**config.mk**
```make
export PLATFORM = sky130hd
export DESIGN_NAME = ifu_fetch
export DESIGN_NICKNAME = d
export VERILOG_FILES = /design/src/rtl/ifu_fetch.sv
export SDC_FILE = /design/constraint.sdc
export NUM_CORES = 1
export LEC_CHECK = 0
export ABC_AREA = 1
export CELL_PAD_IN_SITES_DETAIL_PLACEMENT = 1
export CELL_PAD_IN_SITES_GLOBAL_PLACEMENT = 2
export CORE_MARGIN = 2
export CORE_UTILIZATION = 32
export CTS_CLUSTER_DIAMETER = 80
export DETAILED_ROUTE_END_ITERATION = 7
export GPL_TIMING_DRIVEN = 0
export PLACE_DENSITY = 0.94
export SETUP_SLACK_MARGIN = 0.02
export SKIP_CTS_REPAIR_TIMING = 1
export SYNTH_ARGS = -nofsm -noshare
export SYNTH_HDL_FRONTEND = slang
export SYNTH_SLANG_ARGS = --single-unit
export TNS_END_PERCENT = 100
```
**constraint.sdc**
```tcl
create_clock -name clk -period 3.35 [get_ports clk]
set_input_delay 0.5025 -clock clk [delete_from_list [all_inputs] [get_ports clk]]
set_output_delay 0.5025 -clock clk [all_outputs]
set_load 0.02 [all_outputs]
```
**src/rtl/ifu_fetch.sv**
```systemverilog
// ifu_fetch: instruction fetch unit in front of the NPC decoder.
// Holds the PC and fetches one 32-bit word at a time over a req/gnt/rvalid
// port, with at most one request outstanding. Each word is presented to the
// decoder with its PC over a valid/ready handshake. Redirects from execute
// replace the PC and cancel any word still in flight.
// Optional feature: define IFU_EBREAK_HALT_EN to stop fetching once an ebreak
// (32'h0010_0073) has been handed to the decoder; only reset leaves the halt.
module ifu_fetch #(
  parameter logic [63:0] RESET_PC = 64'h8000_0000,
  parameter int          XLEN     = 64
) (
  input  logic            clk,
  input  logic            rstn,
  input  logic            redirect_valid,
  input  logic [XLEN-1:0] redirect_pc,
  output logic            imem_req,
  output logic [XLEN-1:0] imem_addr,
  input  logic            imem_gnt,
  input  logic            imem_rvalid,
  input  logic [31:0]     imem_rdata,
  output logic            inst_valid,
  output logic [31:0]     inst,
  output logic [XLEN-1:0] inst_pc,
  input  logic            inst_ready,
  output logic            halted
);

  typedef enum logic [1:0] {
    ST_REQ  = 2'd0,
    ST_WAIT = 2'd1,
    ST_HOLD = 2'd2,
    ST_HALT = 2'd3
  } state_t;

`ifdef IFU_EBREAK_HALT_EN
  localparam logic [31:0] EBREAK = 32'h0010_0073;
`endif

  state_t          state_q;
  logic [XLEN-1:0] pc_q;
  logic [XLEN-1:0] fpc_q;
  logic            drop_q;
  logic            req_q;
  logic            inst_valid_q;
  logic [31:0]     inst_q;
  logic [XLEN-1:0] inst_pc_q;
  logic            halted_q;

  logic [XLEN-1:0] redirect_target;
  logic [XLEN-1:0] pc_plus4;

  // Redirect targets are forced word aligned; sequential PC wraps modulo 2^XLEN.
  always_comb begin
    redirect_target = redirect_pc & ~XLEN'(3);
    pc_plus4        = pc_q + XLEN'(4);
  end

  // Fetch FSM with registered outputs. The request flag is its own register so
  // it stays low during reset and rises only after the first clock edge.
  always_ff @(posedge clk or negedge rstn) begin
    if (!rstn) begin
      state_q      <= ST_REQ;
      pc_q         <= RESET_PC[XLEN-1:0];
      fpc_q        <= RESET_PC[XLEN-1:0];
      drop_q       <= 1'b0;
      req_q        <= 1'b0;
      inst_valid_q <= 1'b0;
      inst_q       <= 32'h0;
      inst_pc_q    <= '0;
      halted_q     <= 1'b0;
    end else begin
      case (state_q)
        ST_REQ: begin
          if (req_q && imem_gnt) begin
            fpc_q   <= pc_q;
            state_q <= ST_WAIT;
            req_q   <= 1'b0;
            if (redirect_valid) begin
              pc_q   <= redirect_target;
              drop_q <= 1'b1;
            end
          end else begin
            req_q <= 1'b1;
            if (redirect_valid) begin
              pc_q <= redirect_target;
            end
          end
        end

        ST_WAIT: begin
          if (redirect_valid) begin
            pc_q <= redirect_target;
            if (imem_rvalid) begin
              drop_q  <= 1'b0;
              state_q <= ST_REQ;
              req_q   <= 1'b1;
            end else begin
              drop_q <= 1'b1;
            end
          end else if (imem_rvalid) begin
            if (drop_q) begin
              drop_q  <= 1'b0;
              state_q <= ST_REQ;
              req_q   <= 1'b1;
            end else begin
              inst_q       <= imem_rdata;
              inst_pc_q    <= fpc_q;
              inst_valid_q <= 1'b1;
              state_q      <= ST_HOLD;
            end
          end
        end

        ST_HOLD: begin
          if (redirect_valid) begin
            inst_valid_q <= 1'b0;
            pc_q         <= redirect_target;
            state_q      <= ST_REQ;
            req_q        <= 1'b1;
          end else if (inst_ready) begin
            inst_valid_q <= 1'b0;
`ifdef IFU_EBREAK_HALT_EN
            if (inst_q == EBREAK) begin
              state_q  <= ST_HALT;
              halted_q <= 1'b1;
            end else begin
              pc_q    <= pc_plus4;
              state_q <= ST_REQ;
              req_q   <= 1'b1;
            end
`else
            pc_q    <= pc_plus4;
            state_q <= ST_REQ;
            req_q   <= 1'b1;
`endif
          end
        end

`ifdef IFU_EBREAK_HALT_EN
        ST_HALT: begin
          req_q        <= 1'b0;
          inst_valid_q <= 1'b0;
          halted_q     <= 1'b1;
        end
`endif

        default: begin
          state_q      <= ST_REQ;
          req_q        <= 1'b0;
          inst_valid_q <= 1'b0;
        end
      endcase
    end
  end

  // Outputs come straight from registers.
  always_comb begin
    imem_req   = req_q;
    imem_addr  = pc_q;
    inst_valid = inst_valid_q;
    inst       = inst_q;
    inst_pc    = inst_pc_q;
`ifdef IFU_EBREAK_HALT_EN
    halted     = halted_q;
`else
    halted     = 1'b0;
`endif
  end

`ifndef IFU_EBREAK_HALT_EN
  // Without the halt feature the halt flag register is never used.
  logic unusedHalted;
  always_comb unusedHalted = halted_q;
`endif

endmodule

```
Word level (Yosys, flattened, before mapping)
Index checks and enable logic that the tools add are counted.

storage, ports and cells
  output and inout port bits = 163
  bits of input ports = 102
  flip-flop bits (word level) = 229
  word-level logic and storage cells = 67

cells by class
  bitwise logic cells = 3
  equal/unequal tests = 11
  add/subtract/negate cells = 1
  reductions and logical operators = 12
  muxes and demuxes = 32

operators with widths
  operator                                                                 number
  64-bit two-way mux                                                       3
  64-bit case mux with 2 select lines                                      1
  64-bit by 3-bit adder with 64-bit output, second input constant          1
  1-bit two-way mux                                                        17
  2-bit two-way mux                                                        7
  2-bit inequality test, second input constant                             5
  3-bit inequality test, second input constant                             3
  3-bit AND reduction                                                      3
  4-bit AND reduction                                                      2
  1-bit case mux with 3 select lines                                       2
  2-bit case mux with 3 select lines                                       1
  5-bit AND reduction                                                      1
  2-bit nonzero test                                                       2
  1-bit inverter                                                           3
  2-bit by 1-bit == test with 1-bit output, second input constant          1
  2-bit == test, second input constant                                     1
  2-bit logical NOT                                                        1
  2-bit by 1-bit inequality test with 1-bit output, second input constant  1
  1-bit case mux with 2 select lines                                       1
  2-bit AND reduction                                                      1
  2-bit OR reduction                                                       1
  1-bit logical AND                                                        1

Longest topological paths before layout
Gate-level depths: netlist of the first run.

  depth in word-level cells = 4
  depth in mapped cells = 12
  depth with buffers taken out = 11

Worst setup path after synthesis of the first run
Ideal clock, no wire load.

  path type = register to register
  start point = register pc_q[3] (netlist: imem_addr[3])
  end point = register pc_q[38] (netlist: imem_addr[38])
  stages on the path, launching flop included = 11
  data arrival time = 1.648 ns
  required time = 3.237 ns
  clock period less this slack = 1.761 ns
  path buffers = 0
  setup slack = 1.589 ns
  path through = dfrtp_1 > ha_1 > inv_1 > nor2_4 > nand2_4 > nor2_8 > nand4_2 > o21ai_1 > nand2_1 > nand2_1 > inv_1

on the way
  longest elaborated chain between the ends = 4

ends and longest elaborated chain
  element                                   RTL line  text
  start: declaration                        40        logic [XLEN-1:0] pc_q;
  start signal: assignment                  63        pc_q <= RESET_PC[XLEN-1:0];
  start signal: assignment                  79        pc_q <= redirect_target;
  start signal: assignment                  85        pc_q <= redirect_target;
  64-bit by 3-bit adder with 64-bit output  55        pc_plus4 = pc_q + XLEN'(4);
  64-bit two-way mux                        120       end else if (inst_ready) begin
  64-bit two-way mux                        115       if (redirect_valid) begin
  64-bit case mux with 2 select lines       72        case (state_q)

Every way passes these cells. The select of a mux whose other input is x is not followed.
A chain may end at the register's enable or synchronous reset.

Final worst setup path of the first run
  start point = register state_q[1]
  end point = register fpc_q[14]

on the way
  longest elaborated chain between the ends = 2

ends and longest elaborated chain
  element                        RTL line  text
  start: declaration             39        state_t state_q;
  start signal: assignment       62        state_q <= ST_REQ;
  start signal: assignment       76        state_q <= ST_WAIT;
  start signal: assignment       95        state_q <= ST_REQ;
  2-bit logical NOT              72
  2-bit AND reduction (no line)  -
  end signal: assignment         64        fpc_q <= RESET_PC[XLEN-1:0];
  end signal: assignment         75        fpc_q <= pc_q;
  end: declaration               41        logic [XLEN-1:0] fpc_q;

Every way passes these cells.

==> impl_metrics.csv, run 1 <==
group,metric,value,unit
detailed_routing,dr.pass1.iters,5,
floorplan,rows,69,
global_routing,grt_usage,24.43,%
power,p_sw_share,41.92,%
place,pre_cts_ws,0.5433,ns
place,place_inst,2094,
timing,slew_headroom,42.49,%
timing,hold_viol,0,
yosys,avgSynthCellArea,8.484,um^2
setup_path,reg2reg_depth,7,
place,dp_hpwl,36390,um
global_routing,antenna_found_initial,0,
yosys,synth_area_leaders,"dfrtp_1 48%, nand2_1 12%, mux2_4 7.8%",
timing,fin_ws,0.6645,ns
setup_path,endpoint_kind,"flop",
clock_network,root_buffer,"clkbuf_16",
detailed_routing,viasPerCell,4.983,
global_routing,grt_max_degree,101,
timing,setup_viol,0,
setup_path,critPathArrivalTime,3.13,ns
cells_and_area,area_growth,35.02,%
detailed_routing,drt_wl_total,46400,um
cells_and_area,post-route-util,44.02,%
global_routing,grt_overflow,0,
floorplan,dieArea,0.03787,mm^2
yosys,ys_ff_latch,223,
cells_and_area,final_area,0.01569,mm^2
yosys,synth.most_common_cell,"nand2_1",
setup_path,cp.required,3.79,ns
power,power_frac_clock,18.9,%
status,outcome,"finished, final reports clean",
yosys,yosysUniqueCellTypes,40,
yosys,yosys.area.top_type_share,47.58,%
detailed_routing,drtAntennaViolNets,0,
yosys,netlist_area,0.01162,mm^2
yosys,netlist_top_cells_count,"370 x nand2_1, 221 x dfrtp_1, 182 x nor2_1, 125 x inv_1, 107 x o21ai_0",
yosys,yosysWarnings,0,
floorplan,initial_core_util,32.60,%
cells_and_area,drive_above_1_share,13.20,%
cells_and_area,finalNonFillerCells,2143,
setup_path,crit_type,"flop to flop",
clock_network,path_clk_slew,0.06,ns
power,powerDensity,942.6,mW/mm^2
detailed_routing,post_drt_wl_per_cell,21.65,um
timing,maxSlewViolCount,0,
floorplan,core,0.03566,mm^2
yosys,yosysTopAreaCell,"dfrtp_1",
power,combPwrFrac,45.6,%
timing,finalCritPeriodShare,80.16,%
clock_network,cts_buffer_depth,3,
detailed_routing,drt_iter0_markers,595,
clock_network,htree_levels,1,
yosys,synthFlopType,"dfrtp_1",
detailed_routing,vias,10678,
floorplan,io_pins,265,
place,port_buffers,257,
clock_network,cts_num_sinks,223,
timing,finalCriticalPeriod,2.685,ns
cells_and_area,multi_input_area,0.005261,mm^2
global_routing,grt_pass1_vias,11351,
floorplan,die_y,194.6,um
timing,fin_skew,0.01276,ns
place,routabilityCongestion,0.9048,
setup_path,critPathMaxFanout,10,
cells_and_area,fillers,4182,
yosys,syn_inst,1370,
global_routing,grt_pass1_wl,70000,um
cells_and_area,regArea,0.005583,mm^2
clock_network,clk_latency,0.54,ns
timing,max_slew.worst_pin.slew,0.8627,ns
cells_and_area,antenna_cells,0,
clock_network,cts_made_buffers,26,
worst_hold_path,min_path_type,"input pin to async pin",
power,p_sw,0.006201,W
yosys,ys_async_sr_fraction,100.0,%
job,drv_cap,0,
power,internal_power,0.008592,W
clock_network,cts_tree,"yes",
power,peakVddDrop,0.3375,mV
power,total_leakage_power,7.355,nW
yosys,seq_area_frac_synth,48.03,%
detailed_routing,drc,0,
timing,rsz0062_at_grt,"no",
timing,fmax,372.4,MHz
power,pwr-share-seq,35.5,%
place,dpl_cell_area,0.01485,mm^2
setup_path,cp-start-kind,"flop",
floorplan,die_w,194.6,um
timing,fin_setup_tns,0,ns
cells_and_area,final_nets,1770,
yosys,synth_edf_count,0,
-- metrics by stage --
step	total power (W)	hold WS, ns
after CTS	0.01490	-0.1476
after floorplan	0.008539	0.2069
after global routing	0.01565	0.4721
final	0.01479	0.4430
after global placement	0.01176	0.4647
after detailed placement	0.01202	0.4195
-- worst max-delay path, stage by stage (launching register included) --
cell and delay [ns]:
dfrtp_1 0.47, inv_1 0.12, ha_1 0.22, nand3_1 0.35, clkbuf_1 0.70, clkbuf_1 0.48
nand2_1 0.12, o21ai_0 0.12
-- power groups by stage --
stage | logic (W) | clock network (W) | registers [W]
detailed placement | 0.00674 | 0 | 0.00528
floorplan | 0.00259 | 0 | 0.00595
CTS | 0.00680 | 0.00285 | 0.00525
global placement | 0.00654 | 0 | 0.00522
finish | 0.00675 | 0.00280 | 0.00525
global route | 0.00725 | 0.00296 | 0.00544
-- layout make-up --
cell class	count	area share (%)
clock buffer	39	4.975
sequential	223	35.57
timing repair buffer	260	16.84
clock inverter	9	0.3508
inverter	131	3.133
multi-input combinational	966	33.52
tap	461	3.675
buffer	54	1.929
-- sequential cells by signal (all words and copies together), names as in the netlist --
signal / cells
fpc_q: 62
imem_addr: 62
inst_pc: 62
inst: 32
state_q: 2
drop_q: 1
imem_req: 1
inst_valid: 1
-- metal layers --
layer | global-route usage [%] | up-vias | share of wire, %
met2 | 41.52 | 287 | 48
met1 | 32.55 | 5343 | 44
li1 | - | 4982 | -
met3 | 2.898 | 66 | 4.7
met4 | 7.664 | 0 | 3.1
met5 | 0 | - | 0
-- layout by cell type, fill, tap and decap left out, types with 29 or more instances in the layout --
| cell type | Yosys | layout |
|---|---|---|
| inv_1 | 125 | 125 |
| mux2_2 | 36 | 36 |
| nand3_1 | 67 | 67 |
| clkdlybuf4s50_1 | 0 | 256 |
| mux2_4 | 60 | 60 |
| o21ai_0 | 107 | 107 |
| dfrtp_1 | 221 | 221 |
| clkbuf_1 | 23 | 29 |
| nand2_1 | 370 | 370 |
| nor2_1 | 182 | 182 |
-- cell families (layout without fill, tap and decap cells) --
group / count (synthesis) / count (layout) / synth area share, %
adders and majority gates: 6 / 6 / 0.6458
and+or+nand+nor: 680 / 680 / 24.76
xor gates and xnor gates: 6 / 6 / 0.4521
other: 1 / 5 / 0.03226
AOI/OAI and AO/OA: 173 / 173 / 8.009
DFF: 223 / 223 / 48.03
muxes: 96 / 96 / 11.24
buffers and inverters: 185 / 493 / 6.835
-- worst paths after layout --
kind | startpoint | end | slack (ns)
max | state_q[1]$_DFFE_PN0P_ | fpc_q[14]$_DFFE_PN0P_ | 0.66
min reg2reg | fpc_q[21]$_DFFE_PN0P_ | fpc_q[21]$_DFFE_PN0P_ | 0.49
min | rstn | inst[28]$_DFFE_PN0P_ | 0.44
max reg2reg | state_q[1]$_DFFE_PN0P_ | fpc_q[14]$_DFFE_PN0P_ | 0.66
max in group asynchronous | rstn | fpc_q[22]$_DFFE_PN0P_ | 2.04
min in group clk | fpc_q[21]$_DFFE_PN0P_ | fpc_q[21]$_DFFE_PN0P_ | 0.49
(Power assumes the default switching activity.)
==> run 2, diff against run 1 <==
Settings changed: CORE_UTILIZATION 32 to 30, PLACE_DENSITY 0.94 to 0.89.
Clock period 3.35 ns to 2.6 ns, I/O delays scaled along.
==> run 2 against run 1 <==
  * Routed wire length barely moved
  * Cell count grew 2.7%
  * Critical path depth did not move
  * Critical endpoint is now fpc_q[39]$_DFFE_PN0P_
  * Die area up 6.5%
  * Register-to-register slack got worse by 0.44 ns
  * First-iteration DRC count fell by 11%
  * Largest cell class unchanged
  * Core utilization fell by 3.0 points
==> impl_metrics.csv, run 2 (same netlist as run 1, synthesis figures left out) <==
group,metric,value,unit
place,port_buffers,257,
floorplan,dieArea,0.04034,mm^2
setup_path,endpoint_kind,"flop",
timing,rsz0062_at_grt,"no",
cells_and_area,multi_input_area,0.005261,mm^2
global_routing,antenna_found_initial,0,
clock_network,cts_tree,"yes",
setup_path,critical_path_buf_inv_count,3,
timing,finalCriticalPeriod,2.379,ns
clock_network,clk_latency,0.56,ns
clock_network,cts_made_buffers,27,
floorplan,rows,72,
clock_network,root_buffer,"clkbuf_16",
setup_path,critPathArrivalTime,2.82,ns
setup_path,r2r-start,"state_q[1]$_DFFE_PN0P_",
global_routing,grt_pass1_wl,69920,um
cells_and_area,drive_above_1_share,13.20,%
cells_and_area,final_area,0.01578,mm^2
floorplan,initial_core_util,30.22,%
cells_and_area,regArea,0.005583,mm^2
detailed_routing,drc,0,
floorplan,die_w,200.8,um
global_routing,grt_usage,22.80,%
setup_path,timing.rr.end,"fpc_q[39]$_DFFE_PN0P_",
timing,slew_headroom,42.32,%
place,dpl_cell_area,0.01489,mm^2
setup_path,path_depth,7,
power,powerDensity,1214,mW/mm^2
setup_path,cp.required,3.04,ns
clock_network,cts_buffer_depth,3,
cells_and_area,area_growth,35.77,%
cells_and_area,fillers,4530,
detailed_routing,drt_iter0_markers,527,
status,outcome,"finished, final reports clean",
cells_and_area,final_nets,1770,
setup_path,critPathTopFamily,"buffers and inverters",
worst_hold_path,min_path_cells,3,
worst_hold_path,min_path_type,"input pin to flop",
global_routing,grt_pass1_vias,11281,
place,routabilityCongestion,0.9271,
setup_path,crit_type,"flop to flop",
timing,fmax,420.3,MHz
detailed_routing,drt_wl_total,46410,um
clock_network,htree_levels,1,
detailed_routing,vias,10654,
clock_network,path_clk_slew,0.06,ns
worst_hold_path,min_from,"redirect_pc[3]",
setup_path,critical_path.slowest_cell,"dfrtp_1",
place,dp_hpwl,36410,um
detailed_routing,post_drt_wl_per_cell,21.08,um
timing,hold_viol,0,
detailed_routing,viasPerCell,4.841,
power,total_leakage_power,7.368,nW
setup_path,cp-start-kind,"flop",
detailed_routing,dr.pass1.iters,4,
timing,fin_skew,0.01614,ns
timing,maxSlewViolCount,0,
global_routing,grt_overflow,0,
timing,setup_viol,0,
cells_and_area,finalNonFillerCells,2201,
floorplan,core,0.03847,mm^2
clock_network,cts_num_sinks,223,
place,place_inst,2150,
job,drv_cap,0,
setup_path,reg2reg_slack,0.22,ns
power,peakVddDrop,0.4322,mV
global_routing,grt_max_degree,119,
timing,finalCritPeriodShare,91.51,%
worst_hold_path,min_to,"imem_addr[3]$_DFFE_PN0P_",
setup_path,cp_cell_sequence,"inv_1, ha_1, nand3_1, clkbuf_2, buf_1, nand2_1, o21ai_0",
setup_path,reg2reg_depth,7,
floorplan,die_y,200.8,um
timing,max_slew.worst_pin.slew,0.8652,ns
cells_and_area,layout_commonest_cell,"nand2_1",
setup_path,critPathMaxFanout,10,
detailed_routing,drtAntennaViolNets,0,
cells_and_area,mostFrequentLayoutCells,"370 x nand2_1, 256 x clkdlybuf4s50_1, 221 x dfrtp_1",
floorplan,io_pins,265,
setup_path,slowest_delay,0.47,ns
==> run 2: cell types whose count changed in the layout (fill, tap and decap cells not counted) <==
cell        change
clkbuf_8        +1
diode_2         +1
inv_6           +2
bufinv_16       +1
clkinvlp_4      -2
clkbuf_2        +4
clkinv_2        -5
buf_16          -1
==> run 2: area by class of cell <==
| cell class | count | area share [%] |
|---|---|---|
| Tap cell | 518 | 4.107 |
| Clock buffer | 44 | 5.130 |
| Multi-Input combinational cell | 966 | 33.34 |
| Clock inverter | 5 | 0.3964 |
| Inverter | 131 | 3.116 |
| Timing Repair Buffer | 259 | 16.57 |
| Antenna cell | 1 | 0.01586 |
| Buffer | 54 | 1.950 |
| Sequential cell | 223 | 35.38 |
==> run 2: how the worst max path moves through the flow <==
stage / start / slack, ns / end
3_5_place_dp: imem_gnt / -0.15 / fpc_q[61]$_DFFE_PN0P_
5_1_grt: state_q[1]$_DFFE_PN0P_ / 0.03 / fpc_q[39]$_DFFE_PN0P_
6_report: state_q[1]$_DFFE_PN0P_ / 0.22 / fpc_q[39]$_DFFE_PN0P_
3_3_place_gp: rstn / -8.71 / inst_pc[19]$_DFFE_PN0P_
4_1_cts: state_q[1]$_DFFE_PN0P_ / -0.16 / fpc_q[13]$_DFFE_PN0P_
2_1_floorplan: imem_addr[3]$_DFFE_PN0P_ / 0.84 / imem_addr[38]$_DFFE_PN0P_
==> run 2: report_power, final <==
part	switching (W)	internal (W)	total, W
logic	0.00468	0.00390	0.00858
registers	0.00173	0.00510	0.00683
clock network	0.00153	0.00222	0.00375
total	0.00795	0.0112	0.0192
==> run 2: per-stage QoR <==
stage	setup TNS (ns)	power [W]	hold slack, ns	worst slack (ns)	util [%]
floorplan	0	0.01100	0.09441	0.8394	-
global placement	-1926.93	0.01520	0.4679	-8.707	38.63
detailed placement	-1.792	0.01547	0.4758	-0.1469	38.71
CTS	-2.854	0.01934	-0.06598	-0.1566	40.98
global route	0	0.02028	0.4389	0.02972	41.02
finish	0	0.01916	0.4312	0.2209	41.03
==> run 2: routing by layer <==
layer / GRT usage [%] / part of all wire [%] / vias up
met5: 0 / 0 / -
met4: 7.593 / 3.2 / 0
met3: 3.490 / 4.9 / 68
met2: 38.23 / 47 / 295
met1: 30.14 / 45 / 5294
li1: - / - / 4997
==> run 2: worst register-to-register path, delay by kind of cell, from the launching register on <==
kind | cells | cell delay, ns
adders and majority gates | 1 | 0.22
AOI/OAI and AO/OA | 1 | 0.12
buffers and inverters | 3 | 0.99
and+or+nand+nor | 2 | 0.46
DFF | 1 | 0.47
